## src/rtl/multicycle_control.sv

```systemverilog
// Moore control FSM for a multicycle MIPS-style datapath with memory-ready stalls.
// Optional jump support is enabled by defining JUMP_EN.
module multicycle_control #(
   parameter int STATE_W = 4
) (
   input  logic               clk,
   input  logic               rst,
   input  logic [5:0]         opcode,
   input  logic               mem_ready,
   output logic               PCWrite,
   output logic               PCWriteCond,
   output logic               IorD,
   output logic               MemRead,
   output logic               MemWrite,
   output logic               IRWrite,
   output logic               MemtoReg,
   output logic               RegDst,
   output logic               RegWrite,
   output logic               ALUSrcA,
   output logic [1:0]         ALUSrcB,
   output logic [1:0]         PCSrc,
   output logic [2:0]         ALUOp,
   output logic               illegal_op,
   output logic [STATE_W-1:0] state_dbg
);

   localparam logic [STATE_W-1:0] S_FETCH  = STATE_W'(0);
   localparam logic [STATE_W-1:0] S_DECODE = STATE_W'(1);
   localparam logic [STATE_W-1:0] S_MEMADR = STATE_W'(2);
   localparam logic [STATE_W-1:0] S_MEMRD  = STATE_W'(3);
   localparam logic [STATE_W-1:0] S_MEMWB  = STATE_W'(4);
   localparam logic [STATE_W-1:0] S_MEMWR  = STATE_W'(5);
   localparam logic [STATE_W-1:0] S_RTEXEC = STATE_W'(6);
   localparam logic [STATE_W-1:0] S_ALUWB  = STATE_W'(7);
   localparam logic [STATE_W-1:0] S_BRANCH = STATE_W'(8);
   localparam logic [STATE_W-1:0] S_IEXEC  = STATE_W'(9);
   localparam logic [STATE_W-1:0] S_IWB    = STATE_W'(10);
`ifdef JUMP_EN
   localparam logic [STATE_W-1:0] S_JUMP   = STATE_W'(11);
   localparam logic [5:0]         OP_J     = 6'b000010;
`endif

   localparam logic [5:0] OP_RTYPE = 6'b000000;
   localparam logic [5:0] OP_LW    = 6'b100011;
   localparam logic [5:0] OP_SW    = 6'b101011;
   localparam logic [5:0] OP_BEQ   = 6'b000100;
   localparam logic [5:0] OP_ADDI  = 6'b001000;
   localparam logic [5:0] OP_ORI   = 6'b001101;
   localparam logic [5:0] OP_ANDI  = 6'b001100;
   localparam logic [5:0] OP_SLTI  = 6'b001010;

   logic [STATE_W-1:0] state_q, state_d;
   logic [2:0]         imm_op_q, imm_op_d;

   logic [STATE_W-1:0] dec_next;
   logic [2:0]         dec_imm;
   logic               dec_legal;

   // Opcode decode: dispatch target, immediate ALU op and legality
   always_comb begin
      dec_next  = S_FETCH;
      dec_imm   = 3'b000;
      dec_legal = 1'b1;
      case (opcode)
         OP_LW, OP_SW: dec_next = S_MEMADR;
         OP_RTYPE:     dec_next = S_RTEXEC;
         OP_BEQ:       dec_next = S_BRANCH;
         OP_ADDI:      dec_next = S_IEXEC;
         OP_ORI:  begin dec_next = S_IEXEC; dec_imm = 3'b001; end
         OP_ANDI: begin dec_next = S_IEXEC; dec_imm = 3'b011; end
         OP_SLTI: begin dec_next = S_IEXEC; dec_imm = 3'b111; end
`ifdef JUMP_EN
         OP_J:         dec_next = S_JUMP;
`endif
         default:      dec_legal = 1'b0;
      endcase
   end

   always_ff @(posedge clk or posedge rst) begin
      if (rst) begin
         state_q  <= S_FETCH;
         imm_op_q <= 3'b000;
      end else begin
         state_q  <= state_d;
         imm_op_q <= imm_op_d;
      end
   end

   always_comb begin
      state_d  = state_q;
      imm_op_d = imm_op_q;
      case (state_q)
         S_FETCH:  if (mem_ready) state_d = S_DECODE;
         S_DECODE: begin
            state_d  = dec_next;
            imm_op_d = dec_imm;
         end
         S_MEMADR: state_d = (opcode == OP_SW) ? S_MEMWR : S_MEMRD;
         S_MEMRD:  if (mem_ready) state_d = S_MEMWB;
         S_MEMWR:  if (mem_ready) state_d = S_FETCH;
         S_RTEXEC: state_d = S_ALUWB;
         S_IEXEC:  state_d = S_IWB;
         default:  state_d = S_FETCH;
      endcase
   end

   // Reset overrides the decode so FETCH's MemRead cannot leak out during rst
   always_comb begin
      PCWrite     = 1'b0;
      PCWriteCond = 1'b0;
      IorD        = 1'b0;
      MemRead     = 1'b0;
      MemWrite    = 1'b0;
      IRWrite     = 1'b0;
      MemtoReg    = 1'b0;
      RegDst      = 1'b0;
      RegWrite    = 1'b0;
      ALUSrcA     = 1'b0;
      ALUSrcB     = 2'b00;
      PCSrc       = 2'b00;
      ALUOp       = 3'b000;
      illegal_op  = 1'b0;
      if (!rst) begin
         case (state_q)
            S_FETCH: begin
               MemRead = 1'b1;
               ALUSrcB = 2'b01;
               PCWrite = mem_ready;
               IRWrite = mem_ready;
            end
            S_DECODE: begin
               ALUSrcB    = 2'b11;
               illegal_op = ~dec_legal;
            end
            S_MEMADR: begin
               ALUSrcA = 1'b1;
               ALUSrcB = 2'b10;
            end
            S_MEMRD: begin
               MemRead = 1'b1;
               IorD    = 1'b1;
            end
            S_MEMWB: begin
               RegWrite = 1'b1;
               MemtoReg = 1'b1;
            end
            S_MEMWR: begin
               MemWrite = 1'b1;
               IorD     = 1'b1;
            end
            S_RTEXEC: begin
               ALUSrcA = 1'b1;
               ALUOp   = 3'b010;
            end
            S_ALUWB: begin
               RegWrite = 1'b1;
               RegDst   = 1'b1;
            end
            S_BRANCH: begin
               ALUSrcA     = 1'b1;
               ALUOp       = 3'b110;
               PCWriteCond = 1'b1;
               PCSrc       = 2'b01;
            end
            S_IEXEC: begin
               ALUSrcA = 1'b1;
               ALUSrcB = 2'b10;
               ALUOp   = imm_op_q;
            end
            S_IWB:    RegWrite = 1'b1;
`ifdef JUMP_EN
            S_JUMP: begin
               PCWrite = 1'b1;
               PCSrc   = 2'b10;
            end
`endif
            default: ;
         endcase
      end
   end

   assign state_dbg = state_q;

endmodule

```

## config.mk

```make
export PLATFORM = sky130hd
export DESIGN_NAME = multicycle_control
export DESIGN_NICKNAME = d
export VERILOG_FILES = /design/src/rtl/multicycle_control.sv
export SDC_FILE = /design/constraint.sdc
export NUM_CORES = 1
export LEC_CHECK = 0
export BUFFER_PORTS_ARGS = -buffer_cell sky130_fd_sc_hd__buf_2
export CORE_UTILIZATION = 42
export DETAILED_ROUTE_END_ITERATION = 10
export MAX_ROUTING_LAYER = met4
export PLACE_DENSITY = 0.74
export SETUP_SLACK_MARGIN = 0.3
export SYNTH_ARGS = -nofsm -noshare
export SYNTH_HDL_FRONTEND = slang
export SYNTH_SLANG_ARGS = --single-unit
```

## constraint.sdc

```tcl
create_clock -name clk -period 1.31 [get_ports clk]
set_input_delay 0.262 -clock clk [delete_from_list [all_inputs] [get_ports clk]]
set_output_delay 0.262 -clock clk [all_outputs]
set_load 0.005 [all_outputs]
```

### After elaboration in Yosys (flattened, before gate mapping)

Cells that the tools add are included.

| storage, ports and cells | value |
|---|---|
| output and inout port bits | 22 |
| input port bits | 9 |
| flip-flop bits (word level) | 7 |
| logic and storage cells | 68 |

| cells by class | value |
|---|---|
| bitwise gates (word level) | 1 |
| equality and inequality tests | 20 |
| muxes and demuxes | 34 |
| reductions and logical operators | 11 |

Operators by type and width:

| kind | number |
|---|---|
| one-hot mux 4 bit (7 select lines) | 1 |
| equality test 6 x 4 -> 1 bit (second input constant) | 4 |
| 2-to-1 mux 1 bit | 23 |
| one-hot mux 3 bit (3 select lines) | 2 |
| equality test 4 x 3 -> 1 bit (second input constant) | 4 |
| one-hot mux 4 bit (4 select lines) | 1 |
| equality test 4 bit (second input constant) | 3 |
| equality test 6 bit (second input constant) | 2 |
| 2-to-1 mux 4 bit | 3 |
| equality test 4 x 2 -> 1 bit (second input constant) | 2 |
| OR reduction 2 bit | 4 |
| OR reduction 4 bit | 2 |
| OR reduction 8 bit | 1 |
| equality test 6 x 3 -> 1 bit (second input constant) | 1 |
| logical NOT 6 bit | 1 |
| 2-to-1 mux 3 bit | 2 |
| inequality test 2 bit (second input constant) | 3 |
| one-hot mux 2 bit (3 select lines) | 1 |
| equality test 4 x 1 -> 1 bit (second input constant) | 1 |
| logical NOT 4 bit | 1 |
| AND reduction 3 bit | 1 |
| OR reduction 3 bit | 1 |
| 2-to-1 mux 2 bit | 1 |
| NOT 1 bit | 1 |

### Logic depth before layout (Yosys ltp)

Gate-level depths: netlist of the first run.

| depth | value |
|---|---|
| depth in word-level cells | 6 |
| depth in mapped cells | 6 |
| mapped depth without buffers | 4 |

### Worst setup path after synthesis of the first run

No wires, ideal clock.

| timing | value |
|---|---|
| path kind | register to output |
| from | reg state_q[1] (netlist: state_dbg[1]) |
| to | out illegal_op |
| arrival | 1.239 ns |
| data required time | 1.048 ns |
| setup slack | -0.191 ns |
| stages on the path, launching flop included | 5 |
| cell sequence | dfrtp_1 nand2b_4 or3_1 buf_6 nor4b_4 |

| on the way | value |
|---|---|
| cells in the longest elaborated chain, start to end | 3 |

RTL lines:

| what | RTL line | source |
|---|---|---|
| start, declared | 52 | `logic [STATE_W-1:0] state_q, state_d;` |
| start signal, assigned | 84 | `state_q <= state_d;` |
| equality test 4 x 1 -> 1 bit | 124 | `case (state_q)` |
| 2-to-1 mux 1 bit | 124 |  |
| 2-to-1 mux 1 bit | 123 | `if (!rst) begin` |
| end, declared | 23 | `output logic illegal_op,` |

No other way between the ends.

### Worst setup path after layout of the first run

| timing | value |
|---|---|
| from | reg state_q[1] (netlist: state_dbg[1]) |
| to | out RegWrite |

| on the way | value |
|---|---|
| cells in the longest elaborated chain, start to end | 4 |
| elaborated cells between the ends (all ways) | 6 |
| those cells by class | 3 x eq/ne; 2 x mux; 1 x reduce/logical |

RTL lines:

| what | RTL line | source |
|---|---|---|
| equality test 4 bit / equality test 4 x 3 -> 1 bit (equally long branches) | 124 |  |
| OR reduction 3 bit (no line) (*) | -- |  |
| 2-to-1 mux 1 bit (*) | 124 |  |
| 2-to-1 mux 1 bit (*) | 123 |  |
| end, declared | 18 | `output logic RegWrite,` |

Every way passes the cells marked *; elsewhere a longest branch is shown, timed or not.

==> results of run 1 <==
[area by class of cell]
class                      instances  area [um^2]  share of cell area
inverter                           4         17.5              0.0115
tap                               24         30.0              0.0197
multi-input combinational         76          658               0.431
timing repair buffer              75          619               0.405
sequential                         7          176               0.115
clock buffer                       4         26.3              0.0172
[registers in the layout, summed over array words and instances, names as in the netlist]
signal / count
state_dbg: 4
imm_op_q: 3
[worst min-delay path, cell delays in order]
cell,delay (ns)
buf_2,0.20
inv_1,0.18
buf_4,0.21
[where the power goes]
part           total (mW)  leakage [nW]  internal [mW]  switching, mW
Sequential          0.339        0.0940          0.266         0.0723
Combinational        1.99         0.596           1.04          0.950
Clock               0.225        0.0150          0.117          0.107
Total                2.55         0.705           1.42           1.13
[placed cells by master (no fill, tap or decap), drive strengths merged, types with 4 or more instances in the layout]
cell / n
buf: 75
nor2: 10
dfrtp: 7
a21oi: 7
nand2b: 7
o21ai: 5
nand2: 5
nor4: 5
clkbuf: 4
inv: 4
nor3: 4
[cell families after synthesis]
family / Yosys count / share of synthesized area
simple gates: 48 / 0.403
compound gates: 26 / 0.245
buf+inv: 13 / 0.104
flops: 7 / 0.231
xor+xnor: 1 / 0.0116
other cells: 1 / 0.00495
[through the flow]
stage               cells  hold slack (ns)
CTS                   184            0.190
global placement      172            0.430
global route          190            0.220
detailed placement    172            0.442
floorplan              96           0.0871
finish                190            0.228
[final timing paths]
| check | end | slack [ns] | cells past startpoint | from |
|---|---|---|---|---|
| min | state_dbg[0]$_DFFE_PP0P_ | 0.23 | 3 | rst |
| max in group asynchronous | state_dbg[3]$_DFFE_PP0P_ | 0.92 | 3 | rst |
| max reg2reg | imm_op_q[2]$_DFFE_PP0P_ | -0.20 | 5 | state_dbg[1]$_DFFE_PP0P_ |
| max | RegWrite | -0.67 | 8 | state_dbg[1]$_DFFE_PP0P_ |
| min reg2reg | imm_op_q[0]$_DFFE_PP0P_ | 0.51 | 2 | imm_op_q[0]$_DFFE_PP0P_ |
| min in group clk | state_dbg[2]$_DFFE_PP0P_ | 0.46 | 4 | opcode[4] |
[routing by layer]
| layer | share of wire | track usage | vias to the layer above |
|---|---|---|---|
| li1 | - | - | 493 |
| met1 | 0.32 | 0.372 | 572 |
| met2 | 0.42 | 0.674 | 179 |
| met3 | 0.14 | 0.0571 | 82 |
| met4 | 0.12 | 0.212 | 0 |
| met5 | 0 | - | - |
[what timing repair did]
action,in CTS,in global routing
hold endpoints to repair,0,0
setup endpoints to repair,28,28
gates cloned,1,0
pin swaps,9,10
buffers inserted,7,6
resized for setup,40,10
==> qor.yml, run 1 <==
floorplan:
  die_area_mm2: 0.00198
  core_area_mm2: 0.00159
  die_y_um: 44.5
  rows: 14
  initial_core_util: 0.475
  num_io_pins: 31
  die_w_um: 44.5
sta:
  report.final.slew_viol_count: 0
  skew_ns: 0.0228
  fmax_ghz: 0.505
  hold_viol_final: 0
  setup_tns_ns: -8.94
  setup_ws_ns: -0.670
  rsz0062_at_grt: "true"
  fin_crit_sh: 1.51
  final.min_clock_period_ns: 1.98
  setup_viol: 26
status:
  failed_checks: "setup timing"
  outcome: "complete, but fails checks"
yosys:
  synthTopCellsByCount: "nor2_1, a21oi_1, dfrtp_1"
  synthesis.area_um2: 757
  yosysWarnings: 0
  synthCells: 96
  synth_ff_type: "dfrtp_1"
  syn-num-nets: 105
  synthDistinctLibCells: 39
  yosys.area.top_type: "dfrtp_1"
  synth_edf_count: 0
  async_flop_share: 1.00
  ys_seq_area_frac: 0.231
  ys_seq_elements: 7
  synth_most_common_cell: "nor2_1"
  postSynthAreaPerCell_um2: 7.89
  synth_top_cell_area_share: 0.231
  synth_area_leaders: "dfrtp_1, nand2b_1, nor2_1"
route:
  viasPerCell: 6.98
  totalWireLength_um: 4770
  firstDrtPassIters: 7
  route.detailed.drc: 0
  ant_nets: 0
  dr_total_vias: 1326
  drt-initial-drc-count: 187
  avgRoutedWirePerCell_um: 25.1
cells_and_area:
  postLayoutCoreUtil: 0.958
  nNetsFinal: 176
  syn_to_final_growth_pct: 102
  num-fill-cells: 35
  antennaDiodeCount: 0
  drive_gt1_frac: 0.651
  final_area_mm2: 0.00153
worst_setup_path:
  worstPathArrival_ns: 1.72
  required_ns: 1.05
  start_kind: "flip-flop"
  crit_fanout: 5
  path_cells: "buf_4, buf_6, buf_6, nand3b_1, o21ai_1, a21oi_1, nor2_1, buf_2"
  cpPeakStageDelay_ns: 0.43
  path_delay_family: "buffers and inverters"
  cpMostUsedCell: "buf_6"
  slowest_stage: "dfrtp_1"
  critPathCaptureType: "primary output"
  critPathBufInv: 4
  path_class: "flip-flop to primary output"
global_route:
  grt_max_degree: 10
  antenna_found_initial: 0
  first_global_vias: 1048
  overflow: 0
  grt_pass1_wl_um: 5020
  track_usage: 0.371
place:
  portBuffers: 29
  hpwlAfterDp_um: 2130
  dp_slack_ns: -0.240
  placed_area_mm2: 0.00117
  gp_congestion: 0.882
clock_tree:
  clockBufferDepth: 2
  cts.sinks: 7
  cts_made_buffers: 3
  cts_root_buffer: "clkbuf_4"
  htreeDepth: 1
  cts_tree: "done"
  insertion_delay_ns: 0.27
  clkTransAtPathRegs_ns: 0.08
  postCtsHoldBufs: 0
power_and_ir_drop:
  power_leakage_nw: 0.705
  ir_worst_vdd_mv: 1.06
  total_power_mw: 2.55
  power.density_mw_per_mm2: 1670
hold_path:
  min_path_type: "primary input to async pin"
flow_run:
  cap_viol_max_count: 0
No activity file was read; power rests on OpenSTA's default activity.
==> run 2: changes to the inputs <==
--- a/config.mk
+++ b/config.mk
@@ -6,6 +6,7 @@
 export NUM_CORES = 1
 export LEC_CHECK = 0
 export BUFFER_PORTS_ARGS = -buffer_cell sky130_fd_sc_hd__buf_2
+export CORE_ASPECT_RATIO = 1.2
 export CORE_UTILIZATION = 42
 export DETAILED_ROUTE_END_ITERATION = 10
 export MAX_ROUTING_LAYER = met4
==> qor.yml, run 2 <==
place:
  portBuffers: 29  # unchanged
  gp_congestion: 0.868  # was 0.882
  placed_cells: 170  # was 172
  hpwlAfterDp_um: 1900  # was 2130 um
  placed_area_mm2: 0.00118  # was 0.00117 mm^2
yosys:
  syn-num-nets: 105  # unchanged
  synthCells: 96  # unchanged
  synth_top_cell_area_share: 0.231  # unchanged
  synth_ff_type: "dfrtp_1"  # unchanged
  postSynthAreaPerCell_um2: 7.89  # unchanged
  synth_most_common_cell: "nor2_1"  # unchanged
  ys_seq_elements: 7  # unchanged
  synth_edf_count: 0  # unchanged
  async_flop_share: 1.00  # unchanged
  synthesis.area_um2: 757  # unchanged
  ys_seq_area_frac: 0.231  # unchanged
  yosysWarnings: 0  # unchanged
  synthDistinctLibCells: 39  # unchanged
  synth_area_leaders: "dfrtp_1, nand2b_1, nor2_1"  # unchanged
  synthTopCellsByCount: "nor2_1, a21oi_1, dfrtp_1"  # unchanged
  yosys.area.top_type: "dfrtp_1"  # unchanged
clock_tree:
  postCtsHoldBufs: 0  # unchanged
  cts_made_buffers: 3  # unchanged
  clockBufferDepth: 2  # unchanged
  htreeDepth: 1  # unchanged
  cts.sinks: 7  # unchanged
  cts_root_buffer: "clkbuf_4"  # unchanged
floorplan:
  rows: 16  # was 14
  initial_core_util: 0.456  # was 0.475
  die_w_um: 40.8  # was 44.5 um
  num_io_pins: 31  # unchanged
  die_y_um: 48.5  # was 44.5 um
global_route:
  antenna_found_initial: 0
  grt_max_degree: 9
sta:
  grt_worst_setup_endpoint: "illegal_op"
  endpoint_type: "output port"
status:
  haltStage: "global routing (5_1_grt)"
  outcome: "did not finish"  # was complete, but fails checks
  error: "[ERROR DPL-0033] detailed placement checks failed during check placement."
run 2: timing repair:
action	CTS
endpoints found under the setup margin	28
pin swaps	8
gates resized for setup	41
hold endpoints to repair	0
buffers inserted	10
run 2: cell families after synthesis:
family          after synthesis  share of synthesized area
other cells                   1                    0.00495
simple gates                 48                      0.403
flops                         7                      0.231
compound gates               26                      0.245
buf+inv                      13                      0.104
xor+xnor                      1                     0.0116
run 2: stage by stage:
stage	setup WS (ns)	hold slack, ns
4_1_cts	-0.449	0.0289
3_5_place_dp	-0.247	0.273
3_3_place_gp	-0.215	0.281
2_1_floorplan	-0.191	0.0871
==> run 3: changes to the inputs <==
==> config.mk (replaced) <==
export PLATFORM = sky130hd
export DESIGN_NAME = multicycle_control
export DESIGN_NICKNAME = d
export VERILOG_FILES = /design/src/rtl/multicycle_control.sv
export SDC_FILE = /design/constraint.sdc
export NUM_CORES = 1
export LEC_CHECK = 0
export BUFFER_PORTS_ARGS = -buffer_cell sky130_fd_sc_hd__buf_2
export CORE_AREA = 2 2 63 65
export DETAILED_ROUTE_END_ITERATION = 10
export DIE_AREA = 0 0 65 67
export PLACE_DENSITY_LB_ADDON = 0.15
export SYNTH_ARGS = -nofsm -noshare
export SYNTH_HDL_FRONTEND = slang
export SYNTH_SLANG_ARGS = --single-unit
==> constraint.sdc (replaced) <==
create_clock -name clk -period 1.7 [get_ports clk]
set_input_delay 0.34 -clock clk [delete_from_list [all_inputs] [get_ports clk]]
set_output_delay 0.34 -clock clk [all_outputs]
set_load 0.005 [all_outputs]
==> qor.yml, run 3 (synthesized netlist as in run 1, its figures left out) <==
clock_tree:
  cts_root_buffer: "clkbuf_8"  # was clkbuf_4
  htreeDepth: 1  # unchanged
  cts_tree: "done"
  cts.sinks: 7  # unchanged
  cts_made_buffers: 3  # unchanged
  clkTransAtPathRegs_ns: 0.04
  postCtsHoldBufs: 0  # unchanged
  clockBufferDepth: 2  # unchanged
  insertion_delay_ns: 0.22
hold_path:
  min_path_type: "primary input to async pin"
sta:
  fin_crit_sh: 1.08
  setup_viol: 6
  hold_viol_final: 0
  rsz0062_at_grt: "true"
  final.min_clock_period_ns: 1.84
  skew_ns: 0.00221
  fmax_ghz: 0.544
  whs_ns: 0.356
  report.final.slew_viol_count: 0
  setup_ws_ns: -0.139
route:
  wl_met1_um: 1240
  firstDrtPassIters: 4
  totalWireLength_um: 2690
  wl_met3_um: 109
  avgRoutedWirePerCell_um: 13.6
  drt-initial-drc-count: 35
  ant_nets: 0
  route.detailed.drc: 0
  wl_met2_um: 1310
  top_layer_used: "met4"
  dr_total_vias: 921
  viasPerCell: 4.65
status:
  outcome: "complete, but fails checks"  # was did not finish
  failed_checks: "setup timing"
flow_run:
  cap_viol_max_count: 0
floorplan:
  die_area_mm2: 0.00436
  rows: 22  # was 16
  die_w_um: 65  # was 40.8 um
  core_area_mm2: 0.00361
  die_y_um: 67  # was 48.5 um
  num_io_pins: 31  # unchanged
  initial_core_util: 0.210  # was 0.456
worst_setup_path:
  worstReg2RegEnd: "imm_op_q[1]$_DFFE_PP0P_"
  r2r_start: "state_dbg[1]$_DFFE_PP0P_"
  r2r_slack_ns: 0.27
  path_class: "flip-flop to primary output"
  crit_fanout: 6
  worstRegToRegCells: 4
  critPathCaptureType: "primary output"
  worstPathArrival_ns: 1.50
  required_ns: 1.36
  start_kind: "flip-flop"
global_route:
  grt_pass1_wl_um: 4020
  antenna_found_initial: 0
  overflow: 0
  track_usage: 0.120
  grt_max_degree: 14
  first_global_vias: 871
power_and_ir_drop:
  seq_power_share: 0.155
  power.density_mw_per_mm2: 1210
  power_leakage_nw: 0.608
  p_int_mw: 0.969
  ir_worst_vdd_mv: 0.401
  total_power_mw: 1.61
  p_sw_mw: 0.644
  clock_power_share: 0.141
  comb_power_share: 0.704
  power_switching_share: 0.399
cells_and_area:
  postLayoutCoreUtil: 0.370
  largest_reg_flops: 4
  syn_to_final_growth_pct: 76.0
  final_cell_mix: "buf_2, buf_4, nor2_1"
  nNetsFinal: 160
  num-fill-cells: 399
  mostFrequentLayoutCell: "buf_2"
  drive_gt1_frac: 0.593
  antennaDiodeCount: 0
place:
  gp_congestion: 0.712  # was 0.868
  portBuffers: 29  # unchanged
  hpwlAfterDp_um: 1950  # was 1900 um
## run 3: area by class of cell
class | count | area (um^2) | share of cell area
Sequential cell | 7 | 178 | 0.133
Tap cell | 48 | 60.1 | 0.0451
Timing Repair Buffer | 59 | 404 | 0.303
Inverter | 4 | 17.5 | 0.0131
Clock buffer | 4 | 45.0 | 0.0338
Multi-Input combinational cell | 76 | 628 | 0.471
## run 3: power by group through the flow
stage / sequential [mW] / clock, mW / combinational, mW
after global placement: 0.245 / 0 / 0.744
after CTS: 0.247 / 0.232 / 0.817
after floorplan: 0.241 / 0 / 0.481
after global routing: 0.256 / 0.244 / 1.22
final: 0.250 / 0.228 / 1.14
after detailed placement: 0.246 / 0 / 0.743
## run 3: critical path, stage by stage, from the launching register on
cell      delay (ns)
dfrtp_2         0.43
nand2b_4        0.15
or3_4           0.35
nor4b_4         0.20
buf_2           0.14
## run 3: through the flow
| step | std cells | setup slack (ns) | cell area (um^2) | TNS [ns] |
|---|---|---|---|---|
| global route | 198 | -0.191 | 1330 | -0.782 |
| detailed placement | 181 | 0.0130 | 1030 | 0 |
| CTS | 185 | -0.140 | 1120 | -0.636 |
| global placement | 181 | 0.0142 | 1030 | 0 |
| finish | 198 | -0.139 | 1330 | -0.266 |
| floorplan | 96 | 0.121 | 757 | 0 |
## run 3: worst max path at each step
| stage | startpoint | to | depth (start not counted) | slack, ns |
|---|---|---|---|---|
| 3_3_place_gp | opcode[3] | illegal_op | 7 | 0.01 |
| 5_1_grt | state_dbg[1]$_DFFE_PP0P_ | illegal_op | 4 | -0.19 |
| 2_1_floorplan | state_dbg[1]$_DFFE_PP0P_ | illegal_op | 4 | 0.12 |
| 3_5_place_dp | opcode[3] | illegal_op | 7 | 0.01 |
| 6_report | state_dbg[1]$_DFFE_PP0P_ | illegal_op | 4 | -0.14 |
| 4_1_cts | state_dbg[1]$_DFFE_PP0P_ | illegal_op | 4 | -0.14 |
## run 3: routing by layer
metal	global-route usage	vias up
met2	0.204	28
li1	-	459
met1	0.153	432
met5	0	-
met3	0.00845	2
met4	0.0559	0
## run 3: repair_timing
action | 4_1_cts | 5_1_grt
pin swaps | 0 | 7
gates resized for setup | 9 | 30
cloned | 0 | 1
setup buffers | 0 | 12
setup endpoints to repair | 10 | 15
